===== config.mk =====
export PLATFORM = sky130hd
export DESIGN_NAME = movement_control
export DESIGN_NICKNAME = d
export VERILOG_FILES = /design/src/rtl/movement_control.sv
export SDC_FILE = /design/constraint.sdc
export NUM_CORES = 1
export LEC_CHECK = 0
export BUFFER_PORTS_ARGS = -buffer_cell sky130_fd_sc_hd__buf_4
export CAP_MARGIN = 5
export CORE_MARGIN = 2
export CORE_UTILIZATION = 40
export DETAILED_ROUTE_END_ITERATION = 7
export PLACE_DENSITY = 0.55
export SYNTH_ARGS = -nofsm -noshare
export SYNTH_HDL_FRONTEND = slang
export SYNTH_SLANG_ARGS = --single-unit

===== constraint.sdc =====
create_clock -name clk -period 4.7 [get_ports clk]
set_clock_uncertainty 0.15 [all_clocks]
set_input_delay 0.235 -clock clk [delete_from_list [all_inputs] [get_ports clk]]
set_output_delay 0.235 -clock clk [all_outputs]
set_load 0.01 [all_outputs]

===== src/rtl/movement_control.sv =====
// Sprite movement sequencer: turns direction requests into CLEAR / move / DRAW datapath commands once per tick.
// Optional MOVE_AUTOREPEAT_EN: held direction moves every tick; otherwise one move per press.
module movement_control #(
  parameter int TICK_CYCLES = 833333
) (
  input  logic       clk,
  input  logic       reset_n,
  input  logic       left,
  input  logic       right,
  input  logic       up,
  input  logic       down,
  input  logic       enable,
  output logic [3:0] control,
  output logic       busy
);

  typedef enum logic [3:0] {
    ST_PREHOLD = 4'b0100,
    ST_HOLD    = 4'b0000,
    ST_CLEAR   = 4'b0001,
    ST_LEFT    = 4'b0011,
    ST_RIGHT   = 4'b0010,
    ST_DOWN    = 4'b0110,
    ST_UP      = 4'b0111,
    ST_DRAW    = 4'b0101
  } state_t;

  localparam int CW = (TICK_CYCLES > 1) ? $clog2(TICK_CYCLES) : 1;

  state_t        state, next_state;
  logic [CW-1:0] tick_cnt;
  logic          tick_wrap, tick_pending;
  logic          lat_l, lat_r, lat_u, lat_d;
  logic          first_cyc, boot;
  logic          arm_ok, go;
  logic          x_any, y_any;
  state_t        x_state, y_state;

  assign control   = state;
  assign tick_wrap = (tick_cnt == CW'(TICK_CYCLES - 1));

`ifdef MOVE_AUTOREPEAT_EN
  assign arm_ok = 1'b1;
`else
  logic arm;
  assign arm_ok = arm;

  // Re-arm only after a HOLD cycle with every direction released.
  always_ff @(posedge clk or negedge reset_n) begin
    if (!reset_n) begin
      arm <= 1'b1;
    end else if (go) begin
      arm <= 1'b0;
    end else if (state == ST_HOLD && !(left || right || up || down)) begin
      arm <= 1'b1;
    end
  end
`endif

  always_comb begin
    go      = (state == ST_HOLD) && tick_pending && arm_ok &&
              ((left ^ right) || (up ^ down));
    x_any   = lat_l ^ lat_r;
    y_any   = lat_u ^ lat_d;
    x_state = lat_r ? ST_RIGHT : ST_LEFT;
    y_state = lat_d ? ST_DOWN : ST_UP;
  end

  always_comb begin
    next_state = state;
    case (state)
      ST_PREHOLD: next_state = boot ? ST_DRAW : ST_HOLD;
      ST_HOLD:    if (go) next_state = ST_CLEAR;
      ST_CLEAR: begin
        // enable may still be high from the previous pass in the first cycle
        if (enable && !first_cyc) begin
          if (x_any)      next_state = x_state;
          else if (y_any) next_state = y_state;
          else            next_state = ST_DRAW;
        end
      end
      ST_LEFT, ST_RIGHT: next_state = y_any ? y_state : ST_DRAW;
      ST_UP, ST_DOWN:    next_state = ST_DRAW;
      ST_DRAW:    if (enable && !first_cyc) next_state = ST_PREHOLD;
      default:    next_state = ST_PREHOLD;
    endcase
  end

  always_ff @(posedge clk or negedge reset_n) begin
    if (!reset_n) begin
      state        <= ST_PREHOLD;
      busy         <= 1'b1;
      tick_cnt     <= '0;
      tick_pending <= 1'b0;
      {lat_l, lat_r, lat_u, lat_d} <= 4'b0000;
      first_cyc    <= 1'b1;
      boot         <= 1'b1;
    end else begin
      state        <= next_state;
      busy         <= (next_state != ST_HOLD);
      first_cyc    <= (next_state != state);
      boot         <= 1'b0;
      tick_cnt     <= tick_wrap ? '0 : tick_cnt + CW'(1);
      // A wrap coinciding with consumption counts as a fresh tick.
      tick_pending <= tick_wrap | (tick_pending & ~go);
      if (go) {lat_l, lat_r, lat_u, lat_d} <= {left, right, up, down};
    end
  end

endmodule


After elaboration in Yosys (flattened, before gate mapping)
Cells that the tools add are included.
{ "totals": {"elab_cells": 56, "in_bits": 7, "output_inout_bits": 5, "register_bits": 33} }
{ "classes": {"bitwise": 7, "addsub": 1, "reduce_logical": 16, "muxes": 12, "eq_ne": 9} }
{ "ops": {"columns": ["operator", "count"], "rows": [
  ["4-bit case mux with 6 select lines", 1],
  ["20-bit by 1-bit adder with 20-bit output, second input constant", 1],
  ["20-bit == test, second input constant", 1],
  ["20-bit two-way mux", 1],
  ["4-bit by 3-bit == test with 1-bit output, second input constant", 4],
  ["4-bit two-way mux", 3],
  ["4-bit by 2-bit == test with 1-bit output, second input constant", 2],
  ["3-bit two-way mux", 2],
  ["1-bit logical AND", 5],
  ["4-bit by 1-bit == test with 1-bit output, second input constant", 1],
  ["4-bit zero test", 1],
  ["1-bit logical OR", 4],
  ["1-bit two-way mux", 4],
  ["4-bit != test", 1],
  ["4-bit nonzero test", 1],
  ["2-bit OR reduction", 2],
  ["1-bit XOR", 4],
  ["1-bit zero test", 2],
  ["2-bit two-way mux", 1],
  ["2-bit nonzero test", 1],
  ["1-bit bitwise AND", 1],
  ["1-bit inverter", 1],
  ["1-bit bitwise OR", 1]
]} }

Depth between registers and ports, before layout
Gate-level depths: netlist of the first run.
{ "logic_depth": {"depth_word": 7, "mapped_depth": 8} }

Worst setup path before layout of the first run
OpenSTA, ideal clock, no wires.
{ "synth_timing": {"kind": "register to register", "startpoint": "register tick_cnt[16]", "endpoint": "register tick_cnt[10]", "required_time_ns": 4.431, "setup_slack_ns": 2.995, "stages_incl_launch_ff": 7, "arrival_ns": 1.436, "cell_sequence": "dfrtp_1 > or4_1 > nor3_1 > and3_1 > buf_4 > buf_6 > nor2_1"} }
{ "synth_via": {"elab_chain_len": 2} }
{ "synth_rtl": {"columns": ["item", "line", "rtl"], "rows": [
  ["start, declared", "31", "logic [CW-1:0] tick_cnt;"],
  ["start signal, assigned", "103", "tick_cnt <= tick_wrap ? '0 : tick_cnt + CW'(1);"],
  ["20-bit == test", "40", "assign tick_wrap = (tick_cnt == CW'(TICK_CYCLES - 1));"],
  ["20-bit two-way mux", "103", null]
]} }
No other way between the ends.
A chain may end at the register's enable or synchronous reset.

Worst setup path in the final report of the first run
{ "layout_timing": {"startpoint": "register tick_cnt[16]", "endpoint": "register tick_cnt[19]"} }
{ "layout_via": {"elab_chain_len": 2, "word_cells_on_any_way": 3} }
{ "layout_rtl": {"columns": ["item", "line"], "rows": [
  ["20-bit by 1-bit adder with 20-bit output / 20-bit == test (equally long branches)", "103, 40"],
  ["20-bit two-way mux (*)", "103"]
]} }
Every way passes the cells marked *; elsewhere a longest branch is shown, timed or not.

==> results of run 1 <==
[metal layers]
layer,vias up,global-route usage
li1,544,-
met1,514,0.167
met2,12,0.276
met3,4,0.0304
met4,0,0.0612
met5,-,0
[through the flow]
| step | cells | hold WS, ns | utilization |
|---|---|---|---|
| finish | 218 | 0.0647 | 0.487 |
| global route | 218 | 0.0640 | 0.487 |
| CTS | 218 | 0.0534 | 0.487 |
| detailed placement | 209 | 0.0536 | 0.458 |
| global placement | 209 | 0.0477 | 0.458 |
| floorplan | 152 | -0.211 | - |
[worst reg2reg max path, delay by kind of cell (launching register included)]
kind	cells	cell delay, ns
simple gates	4	1.33
flops	1	0.41
mux	1	0.06
[where the power goes]
part | switching [mW] | total (mW) | leakage (nW) | internal (mW)
Clock | 0.0968 | 0.229 | 0.0542 | 0.132
Combinational | 0.0196 | 0.0357 | 0.411 | 0.0161
Sequential | 0.00734 | 0.303 | 0.426 | 0.296
[cell families (layout without fill, tap and decap cells)]
family	count (synthesis)	count (layout)
and+or+nand+nor	61	61
DFF	33	33
xor gates and xnor gates	19	19
AOI/OAI and AO/OA	16	16
buffers and inverters	12	30
adders and majority gates	5	5
muxes	4	4
other	1	2
[layout by cell type, fill, tap and decap left out, types with 2 or more instances in the layout]
cell type / n
sky130_fd_sc_hd__a21oi_1: 3
sky130_fd_sc_hd__a31oi_1: 3
sky130_fd_sc_hd__and3_1: 6
sky130_fd_sc_hd__and4_1: 2
sky130_fd_sc_hd__buf_4: 11
sky130_fd_sc_hd__clkbuf_8: 7
sky130_fd_sc_hd__conb_1: 2
sky130_fd_sc_hd__dfrtp_1: 28
sky130_fd_sc_hd__dfstp_2: 5
sky130_fd_sc_hd__ha_1: 4
sky130_fd_sc_hd__inv_1: 10
sky130_fd_sc_hd__mux2_2: 2
sky130_fd_sc_hd__mux2i_1: 2
sky130_fd_sc_hd__nand2_1: 9
sky130_fd_sc_hd__nand2b_1: 3
sky130_fd_sc_hd__nand3_1: 4
sky130_fd_sc_hd__nand4_1: 6
sky130_fd_sc_hd__nor2_1: 20
sky130_fd_sc_hd__nor2b_1: 3
sky130_fd_sc_hd__nor3_1: 2
sky130_fd_sc_hd__o21ai_0: 6
sky130_fd_sc_hd__xnor2_1: 11
sky130_fd_sc_hd__xor2_1: 8
[final timing paths]
check | end | slack, ns | cells after the start
worst min-delay path | lat_d$_DFFE_PN0P_ | 0.06 | 2
worst max register to register | tick_cnt[19]$_DFF_PN0_ | 2.65 | 5
min in group asynchronous | tick_pending$_DFF_PN0_ | 0.29 | 2
worst min register to register | tick_cnt[19]$_DFF_PN0_ | 0.34 | 1
worst max-delay path | tick_cnt[19]$_DFF_PN0_ | 2.65 | 5
max in group asynchronous | first_cyc$_DFF_PN1_ | 3.78 | 2
[cell type report]
cell class,count,area share
clock buffers,7,0.0528
clock inverters,1,0.00274
inverters,10,0.0206
multi-input cells,107,0.384
flip-flops and latches,33,0.456
well taps,48,0.0329
repair buffers,12,0.0508
==> metrics.md, run 1 <==
| Metric | Value |
|---|---|
| R2r startpoint | `tick_cnt[16]$_DFF_PN0_` |
| Mean post-synth cell area | `10.5 um2` |
| Dominant register cell in the synthesized netlist | `sky130_fd_sc_hd__dfrtp_1` |
| Top-area cell type share of the netlist area | `0.442` |
| Initial cell density of the core | `0.423` |
| Top area cells in the synthesized netlist | `sky130_fd_sc_hd__dfrtp_1 44%, sky130_fd_sc_hd__dfstp_2 8.3%, sky130_fd_sc_hd__xnor2_1 6.1%` |
| Post-Synth Simple-Gate Area | `0.201` |
| Post-synthesis cell type with the largest combined area | `sky130_fd_sc_hd__dfrtp_1` |
| Top cells by instance count after synthesis | `28 x sky130_fd_sc_hd__dfrtp_1, 20 x sky130_fd_sc_hd__nor2_1, 11 x sky130_fd_sc_hd__xnor2_1` |
| Met3 wirelength from detailed routing | `82 um` |
| Setup WS pre-CTS | `2.61 ns` |
| Post-synthesis share of cell area spent on full adders, half adders and majority gates | `0.0379` |
| Wire length of the first global-routing pass | `4.98 mm` |
| Biggest register | `tick_cnt` |
| Number of buffers added by the clock tree synthesis step | `5` |
| Number of synthesized flops with an enable pin | `0` |
| Cell class contributing the biggest share of worst-path delay | `simple AND/OR/NAND/NOR gates` |
| Netlist area before placement | `1590 um2` |
| Final-report max-slew violation count | `0` |
| CTS sink cnt | `33` |
| Post-Synth XOR/XNOR Area | `0.105` |
| Core region area | `3740 um2` |
| Post-synth cell types | `34` |
| Post-route DRC | `0` |
| Biggest fanout along the worst timing path | `15` |
| Violation count after the first detailed-routing iteration | `29` |
| Critical path cell sequence | `or4_1, nor3_1, and3_1, nand2b_1, mux2i_1` |
| Share of flip-flops with an asynchronous set or reset | `1.00` |
| Max frequency | `0.488 GHz` |
| Max Root-Sink Buffers | `2` |
| Total of buffers placed on input and output ports | `11` |
| Max Used Layer | `met4` |
| Antenna-violating nets left | `0` |
| Instance area after placement | `1710 um2` |
| Cell area after layout | `1820 um2` |
| H-Tree Depth | `2` |
| Number of endpoints with negative hold slack in the final report | `0` |
| Worst Setup Start Kind | `flip-flop` |
| Kind of end point of the critical path | `flip-flop` |
| Area used by sequential logic in the layout | `832 um2` |
| Die extent in y | `67.0 um` |
| Setup repair after global routing missed its margin | `false` |
| Placer's final routability congestion estimate | `0.686` |
| Estimated wirelength of the detail-placed design | `2.06 mm` |
| Vias per cell | `4.93` |
| Leakage power | `0.892 nW` |
| Library cell with the highest instance count after synthesis | `sky130_fd_sc_hd__dfrtp_1` |
| Data arrival, critical path | `2.07 ns` |
| Area growth, synth to finish | `15.1%` |
| # diodes | `0` |
| Per-cell routed wire length | `12.8 um` |
| Post-cts sizing count | `0` |
| Combinational family with the most area after synthesis | `simple AND/OR/NAND/NOR gates` |
| Die Area | `4480 um2` |
| Power Total | `0.568 mW` |
| Min-Delay Startpoint | `down` |
| Die X | `67.0 um` |
| Routed met1 length | `1.21 mm` |
| Fraction of layout cells with a size suffix above 1 | `0.171` |
| Post-synthesis mux area share | `0.0268` |
| Number of flip-flops and latches in the synthesized netlist | `33` |
| Setup repair bufs after CTS | `0` |
| Largest net degree at the start of global routing | `34` |
| Nets | `180` |
| Post-CTS Hold Fix Bufs | `1` |
| Number of inserted filler cells in the final layout | `361` |
| Period Utilization, post-route | `0.436` |
| Flip-flop count of the largest register after layout | `20` |
| IR drop worst, VDD | `0.190 mV` |
| Clock latency on the worst-skew pair | `0.28 ns` |
| Slowest stage cell, crit path | `sky130_fd_sc_hd__or4_1` |
| Root Driver | `sky130_fd_sc_hd__clkbuf_8` |
| Aggregate negative setup slack | `0 ns` |
| Metal2 WL | `1.46 mm` |
| Grt ovf | `0` |
| Syn. warnings | `0` |
| Largest stage delay, worst path | `0.53 ns` |
| Final setup vio count | `0` |
| Origin of the worst setup path | `tick_cnt[16]$_DFF_PN0_` |
| Number of primary I/O pins | `12` |
| Vias post-DR | `1,074` |
| Final min period | `2.05 ns` |
| Area of combinational cells with multiple inputs | `701 um2` |
| Sequential area share after synthesis | `0.525` |
| PnR worst setup slack | `2.65 ns` |
| FP Rows | `22` |
| Data required time at the worst endpoint | `4.72 ns` |
| Hold WC Path Type | `primary input to flip-flop` |
| Crit path kind | `flip-flop to flip-flop` |
| Cells after Synth | `151` |
| Aggregate routed wire length | `2.79 mm` |
| Clock transition at the register clock pins on the worst setup and hold paths after CTS | `0.07 ns` |
| Max_cap viols | `0` |
| Status | `finished clean` |
| Overall fraction of global-route tracks in use | `0.150` |
| Via count of the first global-routing pass | `1,167` |
| Synth Area in Compound Gates | `0.0663` |
| DRT Pass-1 Iters | `4` |
| CTS tree | `built` |
| Power per cell area | `311 nW/um2` |
| Antenna violations before repair | `0` |
| Critical path buffer and inverter count | `0` |
No activity file was read; power rests on OpenSTA's default activity.
==> inputs of run 2 (changes only) <==
--- a/config.mk
+++ b/config.mk
@@ -5,12 +5,13 @@
 export SDC_FILE = /design/constraint.sdc
 export NUM_CORES = 1
 export LEC_CHECK = 0
+export ABC_AREA = 1
 export BUFFER_PORTS_ARGS = -buffer_cell sky130_fd_sc_hd__buf_4
 export CAP_MARGIN = 5
 export CORE_MARGIN = 2
 export CORE_UTILIZATION = 40
 export DETAILED_ROUTE_END_ITERATION = 7
-export PLACE_DENSITY = 0.55
+export PLACE_DENSITY = 0.54
 export SYNTH_ARGS = -nofsm -noshare
 export SYNTH_HDL_FRONTEND = slang
 export SYNTH_SLANG_ARGS = --single-unit
==> constraint.sdc (replaced) <==
create_clock -name clk -period 2.05 [get_ports clk]
set_clock_uncertainty 0.15 [all_clocks]
set_input_delay 0.1025 -clock clk [delete_from_list [all_inputs] [get_ports clk]]
set_output_delay 0.1025 -clock clk [all_outputs]
set_load 0.01 [all_outputs]
==> metrics.md, run 2 <==
| Metric | Value |
|---|---|
| Largest net degree at the start of global routing | `34 (unchanged)` |
| Crit path kind | `flip-flop to flip-flop` |
| Mean post-synth cell area | `7.57 um2 (-28%)` |
| Leakage power | `1.06 nW (+19%)` |
| Data arrival, critical path | `1.80 ns (-0.27 ns)` |
| Instance area after placement | `2030 um2 (+18%)` |
| Cell area after layout | `2180 um2 (+19%)` |
| Violation count after the first detailed-routing iteration | `57 (+97%)` |
| Minimum hold slack | `0.138 ns (+0.0736 ns)` |
| Final-report max-slew violation count | `0 (unchanged)` |
| DRT Pass-1 Iters | `4 (unchanged)` |
| Number of inserted filler cells in the final layout | `431 (+19%)` |
| Number of endpoints with negative hold slack in the final report | `0 (unchanged)` |
| Nets | `282 (+57%)` |
| Post-route DRC | `0 (unchanged)` |
| Library cell with the highest instance count after synthesis | `sky130_fd_sc_hd__nand2_1` |
| Top-area cell type share of the netlist area | `0.375 (-0.0672)` |
| IR drop worst, VDD | `0.328 mV (+73%)` |
| Worst Setup Start Kind | `flip-flop` |
| Aggregate negative setup slack | `0 ns (unchanged)` |
| Flip-flop count of the largest register after layout | `20 (unchanged)` |
| Clock latency on the worst-skew pair | `0.28 ns (about the same)` |
| # diodes | `0 (unchanged)` |
| Fraction of layout cells with a size suffix above 1 | `0.140 (-0.0309)` |
| Setup repair after global routing missed its margin | `false` |
| Cell class contributing the biggest share of worst-path delay | `simple AND/OR/NAND/NOR gates` |
| Status | `finished clean` |
| Number of primary I/O pins | `12 (unchanged)` |
| Highest-count cells in the layout ignoring fill and taps | `56 x sky130_fd_sc_hd__nand2_1, 45 x sky130_fd_sc_hd__nor2_1, 37 x sky130_fd_sc_hd__inv_1` |
| Kind of end point of the critical path | `flip-flop` |
| Core region area | `4410 um2 (+18%)` |
| Data required time at the worst endpoint | `2.07 ns (-2.65 ns)` |
| Critical path cell sequence | `inv_1, ha_1, and3_2, nand4_1, nor2_1, buf_4, nor3_1` |
| Vias per cell | `4.92 (-0.20%)` |
| Post-synthesis cell type with the largest combined area | `sky130_fd_sc_hd__dfrtp_1` |
| Root Driver | `sky130_fd_sc_hd__clkbuf_8` |
| Antenna violations before repair | `0 (unchanged)` |
| Final setup vio count | `0 (unchanged)` |
| Top area cells in the synthesized netlist | `sky130_fd_sc_hd__dfrtp_1 37%, sky130_fd_sc_hd__nand2_1 11%, sky130_fd_sc_hd__nor2_1 9.0%` |
| Final min period | `1.77 ns (-0.276 ns)` |
| Utilization after layout | `0.493 (+0.00590)` |
| Clock transition at the register clock pins on the worst setup and hold paths after CTS | `0.07 ns (about the same)` |
| Grt ovf | `0 (unchanged)` |
| Hold WC Path Type | `primary input to asynchronous set/reset pin` |
| Sequential area share after synthesis | `0.445 (-0.0797)` |
| Die Area | `5240 um2 (+17%)` |
| CTS tree | `built` |
| Antenna-violating nets left | `0 (unchanged)` |
| Vias post-DR | `1,593 (+48%)` |
| Max Root-Sink Buffers | `2 (unchanged)` |
| Number of buffers added by the clock tree synthesis step | `5 (unchanged)` |
| Period Utilization, post-route | `0.865 (+0.429)` |
| Biggest register | `tick_cnt` |
| Wire length of the first global-routing pass | `7.09 mm (+42%)` |
| Cells after Synth | `247 (+64%)` |
| Area growth, synth to finish | `16.5%` |
| Biggest fanout along the worst timing path | `9 (-6)` |
| Die extent in y | `72.4 um (+8.1%)` |
| Overall fraction of global-route tracks in use | `0.179 (+0.0287)` |
| H-Tree Depth | `2 (unchanged)` |
| Max_cap viols | `0 (unchanged)` |
| Largest stage delay, worst path | `0.43 ns (-0.10 ns)` |
| Netlist area before placement | `1870 um2 (+18%)` |
| Slowest stage cell, crit path | `sky130_fd_sc_hd__dfrtp_1` |
| CTS sink cnt | `33 (unchanged)` |
| Post-synth cell types | `26 (-24%)` |
| Share of flip-flops with an asynchronous set or reset | `1.00 (unchanged)` |
| Syn. warnings | `0 (unchanged)` |
| Initial cell density of the core | `0.423 (about the same)` |
| Top cells by instance count after synthesis | `56 x sky130_fd_sc_hd__nand2_1, 45 x sky130_fd_sc_hd__nor2_1, 37 x sky130_fd_sc_hd__inv_1` |
| Max frequency | `0.564 GHz (+16%)` |
| Placer's final routability congestion estimate | `0.857 (+25%)` |
| Via count of the first global-routing pass | `1,621 (+39%)` |
| Power Total | `1.61 mW (+180%)` |
| Aggregate routed wire length | `3.98 mm (+43%)` |
| Setup repair bufs after CTS | `0 (unchanged)` |
| Critical path buffer and inverter count | `2 (+2)` |
| Total of buffers placed on input and output ports | `11 (unchanged)` |
| Die X | `72.4 um (+8.1%)` |
| Per-cell routed wire length | `12.3 um (-3.9%)` |
| Power per cell area | `738 nW/um2 (+140%)` |
| Most common cell after layout, fill and taps aside | `sky130_fd_sc_hd__nand2_1` |
| Number of synthesized flops with an enable pin | `0 (unchanged)` |
| Number of flip-flops and latches in the synthesized netlist | `33 (unchanged)` |
| FP Rows | `24 (+9.1%)` |
| Dominant register cell in the synthesized netlist | `sky130_fd_sc_hd__dfrtp_1` |
| Estimated wirelength of the detail-placed design | `3.03 mm (+47%)` |
## run 2: cell count changes after synthesis, sizes merged, moves of 3 or more
cell    previous run  this run
nand4              6        10
nor2b              3         0
xnor2             11         0
a31oi              3         0
nand2              9        57
nor3               2         7
nor2              20        47
xor2               8        11
and3               6         1
inv               10        40
nand2b             3         0
nand3              4        21
## run 2: repair_timing
item,CTS,global route
hold buffers,5,0
hold endpoints to repair,37,0
resized for setup,0,0
## run 2: path summary, 6_finish.rpt
kind                                       start                    end  slack [ns]  cells after the start
setup / recovery           tick_cnt[0]$_DFF_PN0_  tick_cnt[2]$_DFF_PN0_        0.28                      7
hold / removal                           reset_n      lat_u$_DFFE_PN0P_        0.14                      2
setup reg to reg           tick_cnt[0]$_DFF_PN0_  tick_cnt[2]$_DFF_PN0_        0.28                      7
hold reg to reg                lat_d$_DFFE_PN0P_      lat_d$_DFFE_PN0P_        0.35                      2
max in group asynchronous                reset_n   control[2]$_DFF_PN1_        1.27                      2
min in group clk                          enable   control[2]$_DFF_PN1_        0.14                      5
## run 2: cells by family (layout without fill, tap and decap cells)
group           Yosys count  count (layout)  share of synthesized area
buf+inv                  42              66                     0.0857
xor+xnor                 11              11                     0.0515
flops                    33              33                      0.445
fa+ha+maj                 4               4                     0.0268
compound gates           11              11                     0.0335
simple gates            145             145                      0.355
other cells               1               2                    0.00201
## run 2: per-stage QoR
stage          setup slack, ns  cells
2_1_floorplan            0.499    248
3_5_place_dp             0.303    311
5_1_grt                  0.129    324
4_1_cts                  0.299    324
3_3_place_gp             0.350    311
6_report                 0.277    324
## run 2: cell type report
type	instances	area [um2]	share of cell area
clock buffers	7	96.3	0.0443
clock inverters	1	5.00	0.00230
inverters	40	150	0.0690
multi-input cells	173	881	0.405
flip-flops and latches	33	832	0.382
well taps	52	65.1	0.0299
repair buffers	18	148	0.0678
## run 2: routing by layer
metal,vias up,GRT usage,part of all wire
li1,817,-,-
met1,729,0.212,0.44
met2,36,0.307,0.50
met3,11,0.0417,0.036
met4,0,0.0818,0.022
met5,-,0,0
## run 2: power by group
group	leakage (nW)	internal, mW	switching, mW
Combinational	0.589	0.120	0.156
Sequential	0.420	0.741	0.0514
Clock	0.0542	0.303	0.235
==> inputs of run 3 (changes only) <==
--- a/config.mk
+++ b/config.mk
@@ -8,10 +8,13 @@
 export ABC_AREA = 1
 export BUFFER_PORTS_ARGS = -buffer_cell sky130_fd_sc_hd__buf_4
 export CAP_MARGIN = 5
+export CELL_PAD_IN_SITES_DETAIL_PLACEMENT = 1
+export CELL_PAD_IN_SITES_GLOBAL_PLACEMENT = 1
 export CORE_MARGIN = 2
 export CORE_UTILIZATION = 40
 export DETAILED_ROUTE_END_ITERATION = 7
-export PLACE_DENSITY = 0.54
+export PLACE_DENSITY = 0.73
+export RECOVER_POWER = 25
 export SYNTH_ARGS = -nofsm -noshare
 export SYNTH_HDL_FRONTEND = slang
 export SYNTH_SLANG_ARGS = --single-unit
==> constraint.sdc (replaced) <==
create_clock -name clk -period 1.6 [get_ports clk]
set_clock_uncertainty 0.15 [all_clocks]
set_input_delay 0.08 -clock clk [delete_from_list [all_inputs] [get_ports clk]]
set_output_delay 0.08 -clock clk [all_outputs]
set_load 0.01 [all_outputs]
==> metrics.md, run 3 (synthesis results as in run 2) <==
| Metric | Value |
|---|---|
| Area growth, synth to finish | `30.5%` |
| Grt ovf | `0 (unchanged)` |
| Max_slew headroom | `0.449` |
| Data required time at the worst endpoint | `1.62 ns (-0.45 ns)` |
| Number of buffers added by the clock tree synthesis step | `5 (unchanged)` |
| Data arrival, critical path | `1.68 ns (-0.12 ns)` |
| Setup WS pre-CTS | `0.00518 ns (-0.298 ns)` |
| Initial cell density of the core | `0.423 (unchanged)` |
| Max Root-Sink Buffers | `2 (unchanged)` |
| IR drop worst, VDD | `0.421 mV (+28%)` |
| Cell area after layout | `2440 um2 (+12%)` |
| Biggest register | `tick_cnt` |
| Final-report max-slew violation count | `0 (unchanged)` |
| Pin slew with the least headroom to its limit | `0.827 ns` |
| Vias per cell | `5.03 (+2.3%)` |
| H-Tree Depth | `2 (unchanged)` |
| Setup repair after global routing missed its margin | `true` |
| Clock latency on the worst-skew pair | `0.28 ns (about the same)` |
| Number of inserted filler cells in the final layout | `556 (+29%)` |
| Wire length of the first global-routing pass | `8.14 mm (+15%)` |
| # diodes | `0 (unchanged)` |
| Highest-count cells in the layout ignoring fill and taps | `48 x sky130_fd_sc_hd__nand2_1, 39 x sky130_fd_sc_hd__nor2_1, 34 x sky130_fd_sc_hd__buf_4` |
| Leakage power | `1.21 nW (+13%)` |
| Placer's final routability congestion estimate | `0.850 (-0.85%)` |
| Instance area after placement | `2090 um2 (+3.3%)` |
| Post-route DRC | `0 (unchanged)` |
| Period Utilization, post-route | `1.04 (+0.172)` |
| Final min period | `1.66 ns (-0.114 ns)` |
| Biggest fanout along the worst timing path | `5 (-4)` |
| Antenna-violating nets left | `0 (unchanged)` |
| Number of endpoints with negative hold slack in the final report | `0 (unchanged)` |
| Max_cap viols | `0 (unchanged)` |
| Die X | `72.4 um (unchanged)` |
| Antenna violations before repair | `0 (unchanged)` |
| Via count of the first global-routing pass | `1,789 (+10%)` |
| FP Rows | `24 (unchanged)` |
| Die extent in y | `72.4 um (unchanged)` |
| Post-route non-filler standard cell count | `348 (+7.4%)` |
| DRT Pass-1 Iters | `4 (unchanged)` |
| Total of buffers placed on input and output ports | `11 (unchanged)` |
| Nets | `306 (+8.5%)` |
| Kind of end point of the critical path | `flip-flop` |
| Clock transition at the register clock pins on the worst setup and hold paths after CTS | `0.07 ns (about the same)` |
| Max frequency | `0.603 GHz (+6.9%)` |
| Estimated wirelength of the detail-placed design | `3.56 mm (+18%)` |
| Root Driver | `sky130_fd_sc_hd__clkbuf_8` |
| Minimum hold slack | `0.154 ns (+0.0154 ns)` |
| Overall fraction of global-route tracks in use | `0.202 (+0.0236)` |
| Most common cell after layout, fill and taps aside | `sky130_fd_sc_hd__nand2_1` |
| Area of combinational cells with multiple inputs | `967 um2 (+9.8%)` |
| Power per cell area | `862 nW/um2 (+17%)` |
| CTS tree | `built` |
| Failing checks | `setup timing` |
| Crit path kind | `flip-flop to flip-flop` |
| Final setup vio count | `13 (+13)` |
| PnR worst setup slack | `-0.0591 ns (-0.336 ns)` |
| Aggregate routed wire length | `5.25 mm (+32%)` |
| Fraction of layout cells with a size suffix above 1 | `0.291 (+0.151)` |
| Die Area | `5240 um2 (unchanged)` |
| Violation count after the first detailed-routing iteration | `51 (-11%)` |
| Largest net degree at the start of global routing | `34 (unchanged)` |
| Core region area | `4410 um2 (unchanged)` |
| Area used by sequential logic in the layout | `835 um2 (+0.30%)` |
| Number of primary I/O pins | `12 (unchanged)` |
| Worst Setup Start Kind | `flip-flop` |
| CTS sink cnt | `33 (unchanged)` |
| Per-cell routed wire length | `15.1 um (+23%)` |
| Status | `finished, violations left` |
| Hold WC Path Type | `primary input to flip-flop` |
| Vias post-DR | `1,750 (+9.9%)` |
| Flip-flop count of the largest register after layout | `20 (unchanged)` |
| Cell count after placement | `320 (+2.9%)` |
run 3: timing repair:
item                                   CTS  global route
gates cloned                             0             1
hold buffers                             5             0
endpoints found under the hold margin   37             0
setup buffers                            1            15
pin swaps                                1            20
setup endpoints to repair                1            23
gates resized for setup                  1            35
run 3: cell type report:
cell class / instances / area share
multi-input combinational: 173 / 0.396
sequential: 33 / 0.342
timing repair buffer: 42 / 0.136
inverter: 40 / 0.0615
clock buffer: 8 / 0.0369
tap: 52 / 0.0267
run 3: worst paths after layout:
kind	endpoint	cells after the start	slack, ns	from
worst max-delay path	tick_cnt[13]$_DFF_PN0_	7	-0.06	tick_cnt[0]$_DFF_PN0_
worst min-delay path	control[1]$_DFF_PN0_	5	0.15	enable
worst max register to register	tick_cnt[13]$_DFF_PN0_	7	-0.06	tick_cnt[0]$_DFF_PN0_
worst min register to register	tick_pending$_DFF_PN0_	2	0.34	tick_pending$_DFF_PN0_
max in group asynchronous	tick_cnt[9]$_DFF_PN0_	2	0.44	reset_n
min in group asynchronous	lat_u$_DFFE_PN0P_	2	0.27	reset_n
run 3: layer usage:
layer	track usage	vias to the layer above	part of all wire
li1	-	867	-
met1	0.239	858	0.43
met2	0.365	17	0.54
met3	0.0375	8	0.024
met4	0.0734	0	0.011
met5	0	-	0
run 3: report_power, final:
group | switching [mW] | total [mW] | internal [mW] | leakage, nW
Sequential | 0.0563 | 1.01 | 0.950 | 0.417
Combinational | 0.251 | 0.450 | 0.199 | 0.743
Clock | 0.297 | 0.648 | 0.351 | 0.0455
Total | 0.604 | 2.10 | 1.50 | 1.21
run 3: critical path: stages, from the launching register on:
cell	delay [ns]
sky130_fd_sc_hd__dfrtp_1	0.43
sky130_fd_sc_hd__inv_2	0.12
sky130_fd_sc_hd__ha_4	0.14
sky130_fd_sc_hd__and3_2	0.17
sky130_fd_sc_hd__nand4_1	0.09
sky130_fd_sc_hd__nor2_2	0.22
sky130_fd_sc_hd__buf_4	0.18
sky130_fd_sc_hd__nor2_1	0.05
run 3: metrics by stage:
step                       util  total power [mW]  TNS, ns
after global placement    0.474              1.40        0
after detailed placement  0.474              1.42        0
after floorplan               -              1.26        0
final                     0.553              2.10   -0.508
after global routing      0.553              2.24    -1.74
after CTS                 0.508              2.08        0
